File: src/rtl/gpio_out_arbiter.sv
// Round-robin arbiter that serialises masked set/clear updates onto one GPIO output/enable pair.
// Each accepted update can hold the bus for a dwell time. Define GPIO_ARB_LOCK_EN to build requester ownership locks.
module gpio_out_arbiter #(
  parameter int NumReq = 4,
  parameter int Width  = 32,
  parameter int HoldW  = 8
) (
  input  logic                      clk_i,
  input  logic                      rst_i,
  input  logic [NumReq-1:0]         req_valid_i,
  output logic [NumReq-1:0]         req_ready_o,
  input  logic [NumReq*Width-1:0]   req_mask_i,
  input  logic [NumReq*Width-1:0]   req_data_i,
  input  logic [NumReq*Width-1:0]   req_oe_i,
  input  logic [NumReq*HoldW-1:0]   req_hold_i,
  input  logic [NumReq-1:0]         req_lock_i,
  output logic [Width-1:0]          gpio_o,
  output logic [Width-1:0]          gpio_en_o,
  output logic                      busy_o,
  output logic [$clog2(NumReq)-1:0] grant_id_o
);

  localparam int IdW = $clog2(NumReq);
  localparam logic [0:0] StIdle = 1'b0;
  localparam logic [0:0] StHold = 1'b1;

  logic [0:0]       state_q, state_d;
  logic [HoldW-1:0] cnt_q, cnt_d;
  logic [IdW-1:0]   ptr_q, ptr_d;
  logic [IdW-1:0]   gid_q, gid_d;
  logic [Width-1:0] gpio_q, gpio_d;
  logic [Width-1:0] en_q, en_d;

  logic             gnt_found;
  logic [IdW-1:0]   gnt_idx;
  logic [IdW-1:0]   gnt_next;
  int               cand;
  logic [NumReq-1:0] ready;
  logic             xfer;

  logic [Width-1:0] sel_mask, sel_data, sel_oe;
  logic [HoldW-1:0] sel_hold;
  logic             sel_lock;

`ifdef GPIO_ARB_LOCK_EN
  logic             lock_q, lock_d;
  logic [IdW-1:0]   owner_q, owner_d;
`else
  logic             unused_lock;
  assign unused_lock = ^req_lock_i;
`endif

  // Requester selection: first valid at or after the pointer, or only the lock owner while locked
  always_comb begin
    gnt_found = 1'b0;
    gnt_idx   = '0;
    cand      = 0;
    for (int i = 0; i < NumReq; i++) begin
      cand = int'(ptr_q) + i;
      if (cand >= NumReq) cand = cand - NumReq;
      if (!gnt_found && req_valid_i[cand]) begin
        gnt_found = 1'b1;
        gnt_idx   = IdW'(cand);
      end
    end
`ifdef GPIO_ARB_LOCK_EN
    if (lock_q) begin
      gnt_found = req_valid_i[owner_q];
      gnt_idx   = owner_q;
    end
`endif
  end

  always_comb begin
    sel_mask = '0;
    sel_data = '0;
    sel_oe   = '0;
    sel_hold = '0;
    sel_lock = 1'b0;
    for (int i = 0; i < NumReq; i++) begin
      if (gnt_idx == IdW'(i)) begin
        sel_mask = req_mask_i[i*Width +: Width];
        sel_data = req_data_i[i*Width +: Width];
        sel_oe   = req_oe_i[i*Width +: Width];
        sel_hold = req_hold_i[i*HoldW +: HoldW];
        sel_lock = req_lock_i[i];
      end
    end
  end

  always_comb begin
    ready = '0;
    if (!rst_i && state_q == StIdle && gnt_found) ready[gnt_idx] = 1'b1;
  end

  assign xfer     = |ready;
  assign gnt_next = (gnt_idx == IdW'(NumReq - 1)) ? '0 : gnt_idx + IdW'(1);

  always_comb begin
    state_d = state_q;
    cnt_d   = cnt_q;
    ptr_d   = ptr_q;
    gid_d   = gid_q;
    gpio_d  = gpio_q;
    en_d    = en_q;
`ifdef GPIO_ARB_LOCK_EN
    lock_d  = lock_q;
    owner_d = owner_q;
`endif
    case (state_q)
      StIdle: begin
        if (xfer) begin
          gpio_d = (sel_mask & sel_data) | (~sel_mask & gpio_q);
          en_d   = (sel_mask & sel_oe) | (~sel_mask & en_q);
          gid_d  = gnt_idx;
          ptr_d  = gnt_next;
`ifdef GPIO_ARB_LOCK_EN
          lock_d  = sel_lock;
          owner_d = gnt_idx;
`endif
          if (sel_hold != '0) begin
            state_d = StHold;
            cnt_d   = sel_hold;
          end
        end
      end
      StHold: begin
        // Leaving on a count of 1 makes the dwell last exactly the requested number of cycles
        cnt_d = cnt_q - HoldW'(1);
        if (cnt_q == HoldW'(1)) state_d = StIdle;
      end
      default: state_d = StIdle;
    endcase
  end

  always_ff @(posedge clk_i or posedge rst_i) begin
    if (rst_i) begin
      state_q <= StIdle;
      cnt_q   <= '0;
      ptr_q   <= '0;
      gid_q   <= '0;
      gpio_q  <= '0;
      en_q    <= '0;
`ifdef GPIO_ARB_LOCK_EN
      lock_q  <= 1'b0;
      owner_q <= '0;
`endif
    end else begin
      state_q <= state_d;
      cnt_q   <= cnt_d;
      ptr_q   <= ptr_d;
      gid_q   <= gid_d;
      gpio_q  <= gpio_d;
      en_q    <= en_d;
`ifdef GPIO_ARB_LOCK_EN
      lock_q  <= lock_d;
      owner_q <= owner_d;
`endif
    end
  end

  assign req_ready_o = ready;
  assign gpio_o      = gpio_q;
  assign gpio_en_o   = en_q;
  assign grant_id_o  = gid_q;
`ifdef GPIO_ARB_LOCK_EN
  assign busy_o      = (state_q != StIdle) || lock_q;
`else
  assign busy_o      = (state_q != StIdle);
`endif

endmodule

File: config.mk
export PLATFORM = sky130hd
export DESIGN_NAME = gpio_out_arbiter
export DESIGN_NICKNAME = d
export VERILOG_FILES = /design/src/rtl/gpio_out_arbiter.sv
export SDC_FILE = /design/constraint.sdc
export NUM_CORES = 1
export LEC_CHECK = 0
export BUFFER_PORTS_ARGS = -buffer_cell sky130_fd_sc_hd__clkbuf_2
export CORE_AREA = 2 2 194 196
export CTS_BUF_LIST = sky130_fd_sc_hd__clkbuf_8
export DETAILED_ROUTE_END_ITERATION = 6
export DIE_AREA = 0 0 196 198
export GPL_ROUTABILITY_DRIVEN = 0
export GPL_TIMING_DRIVEN = 0
export HOLD_SLACK_MARGIN = 0.12
export SLEW_MARGIN = 30
export SYNTH_ARGS = -nofsm -noshare
export SYNTH_HDL_FRONTEND = slang
export SYNTH_SLANG_ARGS = --single-unit
File: constraint.sdc
create_clock -name clk_i -period 3.21 [get_ports clk_i]
set_input_delay 0.1605 -clock clk_i [delete_from_list [all_inputs] [get_ports clk_i]]
set_output_delay 0.1605 -clock clk_i [all_outputs]
set_load 0.02 [all_outputs]
### Word-level counts from Yosys, hierarchy flattened

Cells that the tools add are included.

| word-level totals | value |
|---|---|
| flip-flop bits (word level) | 77 |
| latch bits | 0 |
| memory bits (writable) | 0 |
| bits in read-only memories | 0 |
| input bits | 426 |
| memories | 0 |

| operators by class | value |
|---|---|
| add/subtract/negate cells | 9 |
| $mul | 0 |
| divide/modulo/power cells | 0 |
| $lt $le $gt $ge | 10 |
| eq/ne operators | 6 |
| shifts and indexed selects | 0 |
| muxes and demuxes | 51 |
| bitwise gates (word level) | 8 |
| reduce and logical (&&, ||, !) cells | 15 |

Operators by type and width:

| operator | count |
|---|---|
| $mux W32 | 16 |
| $and A32 B32 Y32 | 4 |
| $lt A32 B4 Y1 const B | 4 |
| $or A32 B32 Y32 | 2 |
| $mux W8 | 6 |
| $not A32 Y32 | 1 |
| $mux W1 | 16 |
| $pmux W8 S2 | 1 |
| $sub A3 B3 Y4 const B | 3 |
| $mux W2 | 5 |
| $ge A3 B3 Y1 const B | 3 |
| $bmux W1 S2 | 4 |
| $eq A8 B1 Y1 const B | 1 |
| $reduce_bool A8 Y1 | 1 |
| $sub A8 B1 Y8 const B | 1 |
| $add A2 B2 Y3 const B | 2 |
| $logic_and A1 B1 Y1 | 6 |
| $eq A2 B2 Y1 const B | 2 |
| $logic_not A1 Y1 | 4 |
| $mux W4 | 1 |
| $reduce_and A2 Y1 | 2 |
| $reduce_or A4 Y1 | 1 |
| $sub A2 B3 Y4 const B | 1 |
| $add A2 B1 Y3 const B | 1 |
| 11 further kinds | 11 |

### Logic depth before layout (Yosys ltp)

| logic depth | value |
|---|---|
| depth after elaboration | 24 |
| gate-level depth with buffers | 15 |
| mapped depth without buffers | 12 |

### Least setup slack after synthesis

No wires, ideal clock.

| timing | value |
|---|---|
| path type | register to register |
| from | register ptr_q[0] |
| to | register cnt_q[4] |
| data arrival time | 2.682 ns |
| required time | 3.084 ns |
| path slack | 0.403 ns |
| stages on the path, launching flop included | 13 |
| clock period less this slack | 2.807 ns |
| path through | dfrtp_1 -> nor2_1 -> a21oi_1 -> o221ai_1 -> inv_1 -> ha_1 -> or2_1 -> buf_6 -> a221o_1 -> o221a_4 -> nor4_4 -> a21oi_2 -> o311a_1 |

| between the ends | value |
|---|---|
| word-level cells in the longest chain between the ends | 23 |

Ends and longest elaborated chain:

| what | RTL line | source |
|---|---|---|
| start, declared | 29 | `logic [IdW-1:0] ptr_q, ptr_d;` |
| start signal, assigned | 151 | `ptr_q <= ptr_d;` |
| parallel branches: the longest is 14 deep, another holds $sub A3 B3 Y4 | n/a |  |
| $mux W2 * | 61 | `if (!gnt_found && req_valid_i[cand]) begin` |
| via gnt_idx[0] | 35 | `logic [IdW-1:0] gnt_idx;` |
| $lt A2 B3 Y1 (implied by the code) (tied with other cells) | 93 | `if (!rst_i && state_q == StIdle && gnt_found) ready[gnt_idx] = 1'b1;` |
| $logic_and A1 B1 Y1 (implied by the code) / $mux W8 (equally long branches) | 93, 81 |  |
| $mux W1 (implied by the code) / $mux W8 (equally long branches) | 93, 81 |  |
| $demux W1 S2 / $mux W8 (equally long branches) | 93, 81 |  |
| $mux W4 / $mux W8 (equally long branches) | 93, 81 |  |
| $reduce_or A4 Y1 (tied with other cells) | 96 | `assign xfer = \|ready;` |
| $ne A2 B2 Y1 (no line) (tied with other cells) | n/a |  |
| $reduce_and A2 Y1 (no line) / $pmux W8 S2 (equally long branches) | n/a |  |
| end signal, assigned | 150 | `cnt_q <= cnt_d;` |
| end, declared | 28 | `logic [HoldW-1:0] cnt_q, cnt_d;` |

Mark *: on every way through the listed nets, which the timed path passes. The select of a mux whose other input is x is not followed.
A chain may end at the register's enable or synchronous reset.

==> results.json <==
{
  "num_io_pins": 497,
  "clk_transition_reported_paths_ns": 0.10,
  "insertion_delay_of_the_later_clocked_pin_in_the_worst_skew_pair_ns": 0.38,
  "synth-edff-count": 0,
  "detail-route-antenna-nets": 0,
  "critical_path.top_delay_family": "buffers and inverters",
  "clk_root_buffer_cell": "sky130_fd_sc_hd__clkbuf_8",
  "area_delta_synth_final_pct": 58.68,
  "synth_area_um2": 6787,
  "overflow": 0,
  "dieArea_um2": 38810,
  "vias_per_cell": 4.921,
  "final_cell_mix": "sky130_fd_sc_hd__clkbuf_2 (510), sky130_fd_sc_hd__nand2_1 (239), sky130_fd_sc_hd__a21oi_1 (194)",
  "holdCritPathClass": "primary input to flip-flop",
  "num_rows": 71,
  "routed_wl_um": 43890,
  "peakVddDrop_mv": 0.2293,
  "detailedRoute.firstPassIterationCount": 5,
  "yosysUniqueCellTypes": 46,
  "setup.worst_path.end_class": "flip-flop",
  "placed_cells": 1919,
  "layout_commonest_cell": "sky130_fd_sc_hd__clkbuf_2",
  "cts_tree": "built",
  "nets": 1931,
  "crit_path_start": "ptr_q[1]$_DFFE_PP0P_",
  "finalSetupViolations": 0,
  "crit_top_cell": "sky130_fd_sc_hd__nand2_1",
  "outcome": "complete, no violations",
  "setup_total_negative_slack_ns": 0,
  "sort_of_element_at_the_start_of_the_critical_path": "flip-flop",
  "synth-seq-cells": 77,
  "crit_chain": "nand2_1 -> nand2_1 -> a21oi_1 -> o22ai_2 -> inv_1 -> ha_1 -> buf_6 -> or2_1 -> buf_6 -> o31a_1 -> buf_12 -> buf_4 -> nand2_1 -> mux2_2",
  "first_global_vias": 9646,
  "grt_max_degree": 43,
  "cts_buffer_depth": 2,
  "timing_worst_slew_pin_value_ns": 0.9395,
  "cellLeakagePower_nw": 5.155,
  "crit_path_max_incr_delay_ns": 0.42,
  "final_cells": 1979,
  "timing.slew.headroom": 0.3689,
  "path_max_fanout": 10,
  "netlist_instances": 952,
  "groute.usage.overall": 0.2175,
  "numPortBuffers": 492,
  "chipHeight_um": 198,
  "timing.setup.critical_path_class": "flip-flop to flip-flop",
  "drv_slew": 0,
  "timing.fmax_mhz": 323.3,
  "synth_flop_cell": "sky130_fd_sc_hd__dfrtp_1",
  "placeable_core_area_um2": 36960,
  "final_worst_path_period_share": 0.9636,
  "worst_path_max_delay_cell": "sky130_fd_sc_hd__o31a_1",
  "antenna_found_initial": 1,
  "drt_first_iter_violations": 668,
  "power_per_cell_area_nw_per_um2": 764.5,
  "unrepaired_setup_endpoints_after_global_routing": "true",
  "cts-buffers-inserted": 9,
  "final_period_minus_worst_setup_slack_ns": 3.093,
  "timing.hold.worst.start": "req_data_i[121]",
  "drt_drc_violations_left": 0,
  "detailed_place_hpwl_um": 34550,
  "synth-seq-area-share": 0.2839,
  "synth_nets": 1384,
  "drv.max_cap_violation_count": 0,
  "clock_tree.htree_level_count": 3,
  "final-hold-violation-count": 0,
  "initial_util": 0.1836,
  "fp.dieW_um": 196,
  "avgRoutedWirePerCell_um": 22.18,
  "critical_path_buf_inv_count": 5,
  "route.vias.total": 9739,
  "crit_required_ns": 3.48,
  "numClockSinks": 77,
  "drive_above_1_share": 0.4464,
  "async_s_r_ff_share_synth": 1.000,
  "avgSynthCellArea_um2": 7.129,
  "worst_clock_skew_ns": 0.01188,
  "worstReg2RegStart": "ptr_q[1]$_DFFE_PP0P_",
  "cp_data_arrival_time_ns": 3.37,
  "grt_first_pass_wirelength_um": 60800,
  "yosysWarnings": 0
}
[layer usage]
metal / vias up / routed length (um) / GRT usage
li1: 4440 / - / -
met1: 4597 / 17910 / 0.2633
met2: 605 / 20910 / 0.3771
met3: 97 / 3558 / 0.05076
met4: 0 / 1508 / 0.07716
met5: - / 0 / 0
[tightest hold or removal path, stage by stage]
cell	delay [ns]
sky130_fd_sc_hd__clkbuf_2	0.08
sky130_fd_sc_hd__nand2_1	0.04
sky130_fd_sc_hd__o21ai_0	0.07
sky130_fd_sc_hd__mux2_2	0.15
[power breakdown]
part | leakage (nW) | switching (mW) | internal [mW]
logic | 4.06 | 3.73 | 2.07
clock network | 0.101 | 0.436 | 0.434
registers | 0.991 | 0.247 | 1.32
total | 5.16 | 4.42 | 3.82
[logic make-up (layout without fill, tap and decap cells)]
group | count (synthesis) | count (layout) | synth area share
and+or+nand+nor | 367 | 367 | 0.2679
AOI/OAI and AO/OA | 337 | 337 | 0.2657
buffers and inverters | 95 | 646 | 0.05697
DFF | 77 | 77 | 0.2839
muxes | 66 | 66 | 0.1093
adders and majority gates | 6 | 6 | 0.01106
xor gates and xnor gates | 4 | 4 | 0.005163
other | 0 | 2 | 0
[cells in the mapped netlist (all sizes together), types with 6 or more instances]
cell    instances  share of area
a21oi         203           0.15
buf            28          0.020
clkbuf         57          0.032
dfrtp          77           0.28
ha              6          0.011
inv             9         0.0050
mux2           65           0.11
nand2         240           0.13
nand3b        103           0.11
nor2            7         0.0039
o21ai         103          0.076
o22ai           9         0.0083
[timing repair]
item | CTS | global route
endpoints found under the hold margin | 73 | 0
hold buffers | 39 | 0
resized for setup | 81 | 64
pin swaps | 1 | 5
setup buffers | 1 | 4
endpoints found under the setup margin | 75 | 76
[final timing paths]
path                       slack [ns]                         end  cells past startpoint
min in group asynchronous        0.38  asynchronous set/reset pin                      3
hold reg to reg                  0.51   grant_id_o[0]$_DFFE_PP0P_                      1
hold / removal                   0.16                   flip-flop                      4
max in group asynchronous        2.24  asynchronous set/reset pin                      4
setup reg to reg                 0.12                   flip-flop                     14
setup / recovery                 0.12                   flip-flop                     14
[final cells by class]
cell class,instances,area [um^2]
Clock buffer,9,123.9
Tap cell,474,593.1
Fill cell,4139,26190
Antenna cell,2,5.005
Clock inverter,6,88.84
Inverter,10,43.79
Buffer,84,511.7
Timing Repair Buffer,537,2918
Multi-Input combinational cell,780,4557
Sequential cell,77,1928
[stage by stage]
| stage | util | cell area [um^2] | hold WS, ns | worst slack, ns | power (mW) |
|---|---|---|---|---|---|
| 3_5_place_dp | 0.2672 | 9874 | 0.2133 | -1.132 | 7.028 |
| 4_1_cts | 0.2878 | 10630 | 0.1225 | 0.002579 | 8.123 |
| 6_report | 0.2914 | 10770 | 0.1587 | 0.1168 | 8.233 |
| 3_3_place_gp | 0.2663 | 9842 | 0.4652 | -1.107 | 6.934 |
| 2_1_floorplan | - | 6787 | 0.4077 | 0.4026 | 4.701 |
| 5_1_grt | 0.2913 | 10760 | 0.1281 | -0.02951 | 8.798 |
No activity file was read; power rests on OpenSTA's default activity.
